File: config.mk
export PLATFORM = sky130hd
export DESIGN_NAME = l1_mem_ctrl
export DESIGN_NICKNAME = d
export VERILOG_FILES = /design/src/rtl/l1_mem_ctrl.sv
export SDC_FILE = /design/constraint.sdc
export NUM_CORES = 1
export LEC_CHECK = 0
export ABC_AREA = 1
export BUFFER_PORTS_ARGS = -buffer_cell sky130_fd_sc_hd__clkbuf_2
export CAP_MARGIN = 40
export CORE_AREA = 2 2 457 459
export CTS_CLUSTER_SIZE = 20
export DETAILED_ROUTE_END_ITERATION = 8
export DIE_AREA = 0 0 459 461
export GPL_TIMING_DRIVEN = 0
export SKIP_LAST_GASP = 1
export SYNTH_ARGS = -nofsm -noshare
export SYNTH_HDL_FRONTEND = slang
export SYNTH_SLANG_ARGS = --single-unit
File: constraint.sdc
create_clock -name clk -period 3.8 [get_ports clk]
set_input_delay 0.76 -clock clk [delete_from_list [all_inputs] [get_ports clk]]
set_output_delay 0.76 -clock clk [all_outputs]
set_load 0.03 [all_outputs]
File: src/rtl/l1_mem_ctrl.sv
// l1_mem_ctrl: L1 miss sequencer, optional dirty-victim writeback followed by a line fill from mainmemory.
// Latency: fill_valid 4 cycles after accept without writeback, 8 with writeback, for a 2-cycle memory.
// Backpressure: req_ready only in IDLE, so one miss is in flight at a time; each memory wait is bounded by TIMEOUT_CYC.
module l1_mem_ctrl #(
    parameter int MEM_ENTRIES = 256,
    parameter int TIMEOUT_CYC = 15
) (
    input  logic         clk,
    input  logic         rst,
    input  logic         req_valid,
    output logic         req_ready,
    input  logic [26:0]  req_fill_addr,
    input  logic         req_wb,
    input  logic [26:0]  req_wb_addr,
    input  logic [255:0] req_wb_data,
    input  logic [31:0]  req_wb_be,
    output logic         fill_valid,
    output logic [255:0] fill_data,
    output logic         err,
    output logic [1:0]   err_code,
    output logic [26:0]  mem_a,
    output logic [31:0]  mem_be,
    output logic [255:0] mem_wd,
    output logic         mem_write,
    output logic         mem_read,
    input  logic [255:0] mem_rd,
    input  logic         mem_valid,
    input  logic         mem_ready
);
    localparam int            CW         = $clog2(TIMEOUT_CYC + 1);
    localparam logic [27:0]   ADDR_LIMIT = 28'(MEM_ENTRIES);
    localparam logic [CW-1:0] TMO_LAST   = CW'(TIMEOUT_CYC - 1);

    typedef enum logic [2:0] {
        IDLE, WB_SETUP, WB_ISSUE, WB_WAIT, FILL_ISSUE, FILL_WAIT, RESP
    } state_t;

    state_t          state_q, state_d;
    logic [26:0]     fill_addr_q;
    logic [CW-1:0]   tmo_cnt_q;
    logic            accept, wb_bad, fill_bad, in_wait, tmo_last, tmo_err;

    assign accept   = req_valid && (state_q == IDLE);
    assign wb_bad   = req_wb && ({1'b0, req_wb_addr} >= ADDR_LIMIT);
    assign fill_bad = {1'b0, req_fill_addr} >= ADDR_LIMIT;
    assign in_wait  = (state_q == WB_WAIT) || (state_q == FILL_WAIT);
    assign tmo_last = (tmo_cnt_q == TMO_LAST);

    assign req_ready  = (state_q == IDLE);
    assign mem_write  = (state_q == WB_ISSUE);
    assign mem_read   = (state_q == FILL_ISSUE);
    assign fill_valid = (state_q == RESP);

    always_ff @(posedge clk) begin
        if (rst) state_q <= IDLE;
        else     state_q <= state_d;
    end

    always_comb begin
        state_d = state_q;
        tmo_err = 1'b0;
        case (state_q)
            IDLE: begin
                if (accept && !wb_bad && !fill_bad) state_d = req_wb ? WB_SETUP : FILL_ISSUE;
            end
            WB_SETUP: state_d = WB_ISSUE;
            WB_ISSUE: state_d = WB_WAIT;
            WB_WAIT: begin
                if (mem_ready) begin
                    state_d = FILL_ISSUE;
                end else if (tmo_last) begin
                    state_d = IDLE;
                    tmo_err = 1'b1;
                end
            end
            FILL_ISSUE: state_d = FILL_WAIT;
            FILL_WAIT: begin
                if (mem_valid) begin
                    state_d = RESP;
                end else if (tmo_last) begin
                    state_d = IDLE;
                    tmo_err = 1'b1;
                end
            end
            RESP:    state_d = IDLE;
            default: state_d = IDLE;
        endcase
    end

    // Counter restarts whenever a wait state is entered or left.
    always_ff @(posedge clk) begin
        if (rst)                              tmo_cnt_q <= '0;
        else if (in_wait && state_d == state_q) tmo_cnt_q <= tmo_cnt_q + 1'b1;
        else                                  tmo_cnt_q <= '0;
    end

    always_ff @(posedge clk) begin
        if (rst) begin
            fill_addr_q <= '0;
            fill_data   <= '0;
            err         <= 1'b0;
            err_code    <= 2'b00;
            mem_a       <= '0;
            mem_be      <= '0;
            mem_wd      <= '0;
        end else begin
            err <= 1'b0;
            if (accept) begin
                fill_addr_q <= req_fill_addr;
                if (wb_bad) begin
                    err      <= 1'b1;
                    err_code <= 2'b01;
                end else if (fill_bad) begin
                    err      <= 1'b1;
                    err_code <= 2'b10;
                end else if (req_wb) begin
                    // Address must sit on the bus a full cycle before the write strobe.
                    mem_a  <= req_wb_addr;
                    mem_wd <= req_wb_data;
                    mem_be <= req_wb_be;
                end else begin
                    mem_a <= req_fill_addr;
                end
            end
            if (state_q == WB_WAIT && mem_ready) mem_a <= fill_addr_q;
            if (state_q == FILL_WAIT && mem_valid) fill_data <= mem_rd;
            if (tmo_err) begin
                err      <= 1'b1;
                err_code <= 2'b11;
            end
        end
    end
endmodule

==> results.md, run 1 <==
- YS warnings: 0
- Number of synthesized flops with an enable pin: 0
- Slew @ Worst Pin: 0.8304 ns
- DR WL/cell: 22.77 um
- Ratio of cells with drive above 1 in the final layout: 35.04%
- Remaining antenna violation count after routing: 0
- Leak pwr: 15.01 nW
- Worst hold path type: input port to flop
- Mean post-synth cell area: 7.972 um^2
- Startpoint Class: input port
- Initial antenna violation count: 62
- Setup violators final: 0
- #FFs+latches synth: 608
- Clock root buffer master: clkbuf_16
- Asr flop ratio synth: 0%
- CTS tree: built
- Total track usage: 14.05%
- Core ar.: 206400 um^2
- Gate Count Post-Synth: 2808
- Pwr Total: 15.13 mW
- Resized Gates After CTS: 0
- WL final: 156300 um
- Post-synth top area cell: dfxtp_1
- Placed Instance Area: 31820 um^2
- Die Width: 459 um
- First-pass GRT wire length: 205600 um
- Initial DRC Count: 1685
- DR top layer: met5
- DR pass1 iterations: 6
- IO Port Bufs: 1180
- Power Density: 437.5 nW/um^2
- Yosys cell types: 23
- MaxCap Viol Count: 0
- Drt drc: 0
- Crit-path max FO: 11
- Most common cell in the netlist: dfxtp_1
- Final HPWL DP: 131800 um
- Design Area, Final: 34590 um^2
- H-tree Lvls: 3
- Post-route minimum period: 3.241 ns
- CP Class: input port to flop
- Clock-pin transition on the worst setup and hold timing paths: 0.06 ns
- Yosys top cell area share: 54.37%
- Most frequent cells after synthesis: dfxtp_1, nor2_1, nand2_1
- Outcome: completed
- Routed met1 length: 55260 um
- Final worst setup slack: 0.5595 ns
- RSZ-0062 raised after global routing: no
- Skew-Pair Late Insertion Delay: 0.71 ns
- Final hold violations: 0
- Synth Cell Area: 22390 um^2
- Met2 WL: 74000 um
- Syn nets: 3414
- Peak Freq: 308.6 MHz
- Final nets: 4683
- Met3 WL: 17840 um
- Crit. End Element: flop
- Hold Buf Count CTS: 0
- Pre-CTS setup slack: -0.09381 ns
- Via count: 26110
- Final Skew: 0.03401 ns
- Top area cells in the synthesized netlist: dfxtp_1, nor2_1, nand4_1
- Slew margin rel.: 44.64%
- Total die area: 211600 um^2
- Post-CTS setup buffers: 0
- Clk sinks: 608
- Tcrit/Tclk final: 85.28%
- Vias in the first global route: 25190
- CTS Buf Count: 76
- WP data required: 4.43 ns
- Fin. max-slew vios: 0
- Die Y-Extent: 461 um
- WP data arrival: 3.87 ns
- GP Congestion: 0.9985
- Hold slack: 0.2826 ns
- # rows: 167
- Clock tree buffer depth: 3
- Avg Vias per Cell: 3.804
- Sequential share of the synthesized area: 54.37%
- I/O pins: 1182
- Synth Flop Type: dfxtp_1
- GRT overflow: 0
- Pin count of the biggest net entering global routing: 13
- Synth-to-layout area growth: 54.51%
- Peak supply drop: 0.3118 mV
- Initial Utilization: 10.84%
## sequential cells by signal, indices dropped and copies added (netlist names)
name,count
mem_be,32
err_code,2
state_q,3
fill_data,256
err,1
mem_wd,256
tmo_cnt_q,4
fill_addr_q,27
mem_a,27
## power by group
group | switching (mW) | internal, mW | leakage [nW]
logic | 0.506 | 0.299 | 8.79
registers | 0.00893 | 6.39 | 4.90
clock network | 3.20 | 4.72 | 1.32
## layout make-up
class	instances	area [um^2]
Sequential cell	608	12170
Inverter	23	86.33
Antenna cell	26	65.06
Fill cell	23580	171900
Clock buffer	107	2178
Tap cell	2704	3383
Timing Repair Buffer	1191	6052
Multi-Input combinational cell	1910	8811
Buffer	267	1316
Clock inverter	29	524.3
## layout by cell type (no fill, tap or decap)
| cell type | instances |
|---|---|
| buf_4 | 4 |
| clkbuf_8 | 16 |
| nand2_2 | 2 |
| nor3_1 | 6 |
| nand4_1 | 290 |
| clkbuf_16 | 76 |
| nand2_1 | 385 |
| bufinv_16 | 10 |
| inv_6 | 2 |
| dfxtp_1 | 608 |
| nor2_4 | 2 |
| inv_2 | 3 |
| inv_1 | 20 |
| nand3_2 | 1 |
| buf_8 | 6 |
| nor2_1 | 539 |
| clkbuf_1 | 154 |
| nor2_2 | 1 |
| ha_1 | 2 |
| xnor2_1 | 1 |
| clkbuf_2 | 1180 |
| buf_2 | 101 |
| buf_6 | 28 |
| inv_16 | 2 |
| clkinv_16 | 3 |
| clkinv_8 | 1 |
| xor2_1 | 1 |
| a21oi_1 | 347 |
| diode_2 | 26 |
| clkinv_2 | 9 |
| nand3_1 | 56 |
| o21ai_1 | 3 |
| a31oi_1 | 1 |
| o21ai_0 | 273 |
| clkinvlp_4 | 2 |
## final timing paths
| check | from | endpoint | slack [ns] | cells past startpoint |
|---|---|---|---|---|
| setup / recovery | req_wb_addr[18] | mem_wd[186] | 0.56 | 10 |
| hold / removal | mem_rd[145] | fill_data[145] | 0.28 | 3 |
| setup reg to reg | state_q[0] | mem_wd[183] | 0.88 | 9 |
| hold reg to reg | fill_addr_q[4] | fill_addr_q[4] | 0.45 | 2 |
## logic make-up after synthesis
| kind of cell | Yosys count | share of synthesized area [%] |
|---|---|---|
| DFF | 608 | 54.37 |
| xor gates and xnor gates | 2 | 0.07827 |
| buffers and inverters | 290 | 6.266 |
| and+or+nand+nor | 1282 | 25.21 |
| adders and majority gates | 2 | 0.1118 |
| AOI/OAI and AO/OA | 624 | 13.96 |
## stage by stage
step                setup TNS, ns  utilization (%)  std cells
floorplan                       0                -       2808
global placement           -4.180            15.34       6692
detailed placement        -0.1894            15.41       6703
CTS                             0            16.72       6839
global route                    0            16.74       6851
finish                          0            16.75       6865
## critical path: stages
cell	delay, ns
clkbuf_2	0.11
nor2_1	0.18
nand2_1	0.07
nor2_1	0.11
nand3_1	0.19
nand2_2	0.32
buf_2	0.49
clkbuf_1	0.64
nand4_1	0.62
a21oi_1	0.31
## metal layers
metal,vias up,track usage [%]
li1,12120,-
met2,1396,23.49
met1,12240,14.49
met5,-,0
met3,308,6.206
met4,54,8.406
Power figures use the tool's default switching activity.
==> run 2: changes to the inputs <==
--- a/config.mk
+++ b/config.mk
@@ -13,6 +13,8 @@
 export DETAILED_ROUTE_END_ITERATION = 8
 export DIE_AREA = 0 0 459 461
 export GPL_TIMING_DRIVEN = 0
+export HOLD_SLACK_MARGIN = 0.15
+export RECOVER_POWER = 25
 export SKIP_LAST_GASP = 1
 export SYNTH_ARGS = -nofsm -noshare
 export SYNTH_HDL_FRONTEND = slang
==> results.md, run 2 (synthesis results as in run 1) <==
- Outcome: completed
- Skew-Pair Late Insertion Delay: 0.71 ns (about the same)
- Initial antenna violation count: 62 (unchanged)
- Slew @ Worst Pin: 0.8764 ns (+0.04595 ns)
- Pin count of the biggest net entering global routing: 13 (unchanged)
- Startpoint Class: input port
- Final worst setup slack: 0.3847 ns (-0.1748 ns)
- Global Route met2 Usage: 23.49% (unchanged)
- Post-CTS setup buffers: 0 (unchanged)
- IO Port Bufs: 1180 (unchanged)
- Commonest non-fill, non-tap cell in the layout: clkbuf_2
- Layer with the highest usage: met2
- CTS tree: built
- Clock-pin transition on the worst setup and hold timing paths: 0.06 ns (about the same)
- Hold Buf Count CTS: 0 (unchanged)
- Resized Gates After CTS: 0 (unchanged)
- GR Util met1: 14.49% (unchanged)
- Total track usage: 14.05% (unchanged)
- WL final: 156400 um (about the same)
- Worst hold path type: input port to flop
- I/O pins: 1182 (unchanged)
- H-tree Lvls: 3 (unchanged)
- DR pass1 iterations: 5 (-1)
- Remaining antenna violation count after routing: 0 (unchanged)
- # rows: 167 (unchanged)
- Peak Freq: 292.8 MHz (-5.1%)
- Crit-path max FO: 11 (unchanged)
- Sum Neg Setup Slack: 0 ns (unchanged)
- Crit. End Element: flop
- WP data required: 4.41 ns (-0.02 ns)
- Clock tree buffer depth: 3 (unchanged)
- GP Congestion: 0.9985 (unchanged)
- WP data arrival: 4.02 ns (+0.15 ns)
- Setup violators final: 0 (unchanged)
- GRT overflow: 0 (unchanged)
- Final hold violations: 0 (unchanged)
- First-pass GRT wire length: 205600 um (unchanged)
- Drt drc: 0 (unchanged)
- Die Y-Extent: 461 um (unchanged)
- Power Density: 442.0 nW/um^2 (+1.0%)
- CP Class: input port to flop
- RSZ-0062 raised after global routing: no
- Top flop regs: fill_data: 256 flops, mem_wd: 256 flops, mem_be: 32 flops
- DR WL/cell: 22.79 um (about the same)
- Final nets: 4683 (unchanged)
- Core ar.: 206400 um^2 (unchanged)
- Fin. max-slew vios: 0 (unchanged)
- GR met3 Demand/Resource: 6.206% (unchanged)
- Pwr Total: 15.14 mW (about the same)
- Total die area: 211600 um^2 (unchanged)
- Ratio of cells with drive above 1 in the final layout: 29.07% (-6.0 points)
- Leak pwr: 14.16 nW (-5.6%)
- Synth-to-layout area growth: 52.99%
- Peak supply drop: 0.3119 mV (about the same)
- Highest-count cells in the layout ignoring fill and taps: clkbuf_2, dfxtp_1, nor2_1
- Initial Utilization: 10.84% (unchanged)
- Final Skew: 0.03400 ns (-0.000001300 ns)
- Pre-CTS setup slack: -0.09381 ns (unchanged)
- MaxCap Viol Count: 0 (unchanged)
- Avg Vias per Cell: 3.804 (about the same)
- Post-route minimum period: 3.415 ns (+0.1748 ns)
- Die Width: 459 um (unchanged)
- Via count: 26110 (-0.015%)
- CTS Buf Count: 76 (unchanged)
- Initial DRC Count: 1773 (+5.2%)
- Vias in the first global route: 25190 (unchanged)
- Clock root buffer master: clkbuf_16
- Tcrit/Tclk final: 89.88% (+4.6 points)
- Slew margin rel.: 41.58% (-3.1 points)
- Final HPWL DP: 131800 um (unchanged)
- Clk sinks: 608 (unchanged)
run 2: layout make-up:
type / count / area (um^2)
fill: 23720 / 172200
sequential: 608 / 12170
multi-input combinational: 1910 / 8801
timing repair buffer: 1191 / 5731
tap: 2704 / 3383
clock buffer: 107 / 2178
buffer: 267 / 1311
clock inverter: 29 / 524.3
inverter: 23 / 86.33
antenna: 24 / 60.06
run 2: worst paths after layout:
check | start | endpoint | slack (ns) | cells after the start
max | req_wb_addr[18] | mem_wd[183] | 0.38 | 10
min | mem_rd[145] | fill_data[145] | 0.28 | 3
max reg2reg | state_q[0] | mem_wd[183] | 0.78 | 9
min reg2reg | fill_addr_q[4] | fill_addr_q[4] | 0.45 | 2
run 2: metal layers:
metal	share of wire [%]	vias up
met3	11	308
met5	0.23	-
met4	5.7	56
met2	47	1406
li1	-	12130
met1	35	12210
run 2: power breakdown:
group          switching, mW  internal, mW
clock                   3.21          4.72
combinational          0.506         0.295
sequential           0.00879          6.39
run 2: critical path, stage by stage:
cell and delay [ns]:
clkbuf_1 0.11, nor2_1 0.19, nand2_1 0.07, nor2_1 0.11, nand3_1 0.18, nand2_1 0.44
buf_2 0.53, clkbuf_1 0.65, nand4_1 0.61, a21oi_1 0.31
run 2: through the flow:
step | utilization [%] | hold WS, ns | instance area, um^2 | cells
floorplan | - | 0.4245 | 22390 | 2808
global placement | 15.34 | 0.4379 | 31670 | 6692
detailed placement | 15.41 | 0.4420 | 31820 | 6703
CTS | 16.72 | 0.1708 | 34520 | 6839
global route | 16.57 | 0.2235 | 34220 | 6851
finish | 16.59 | 0.2811 | 34250 | 6863
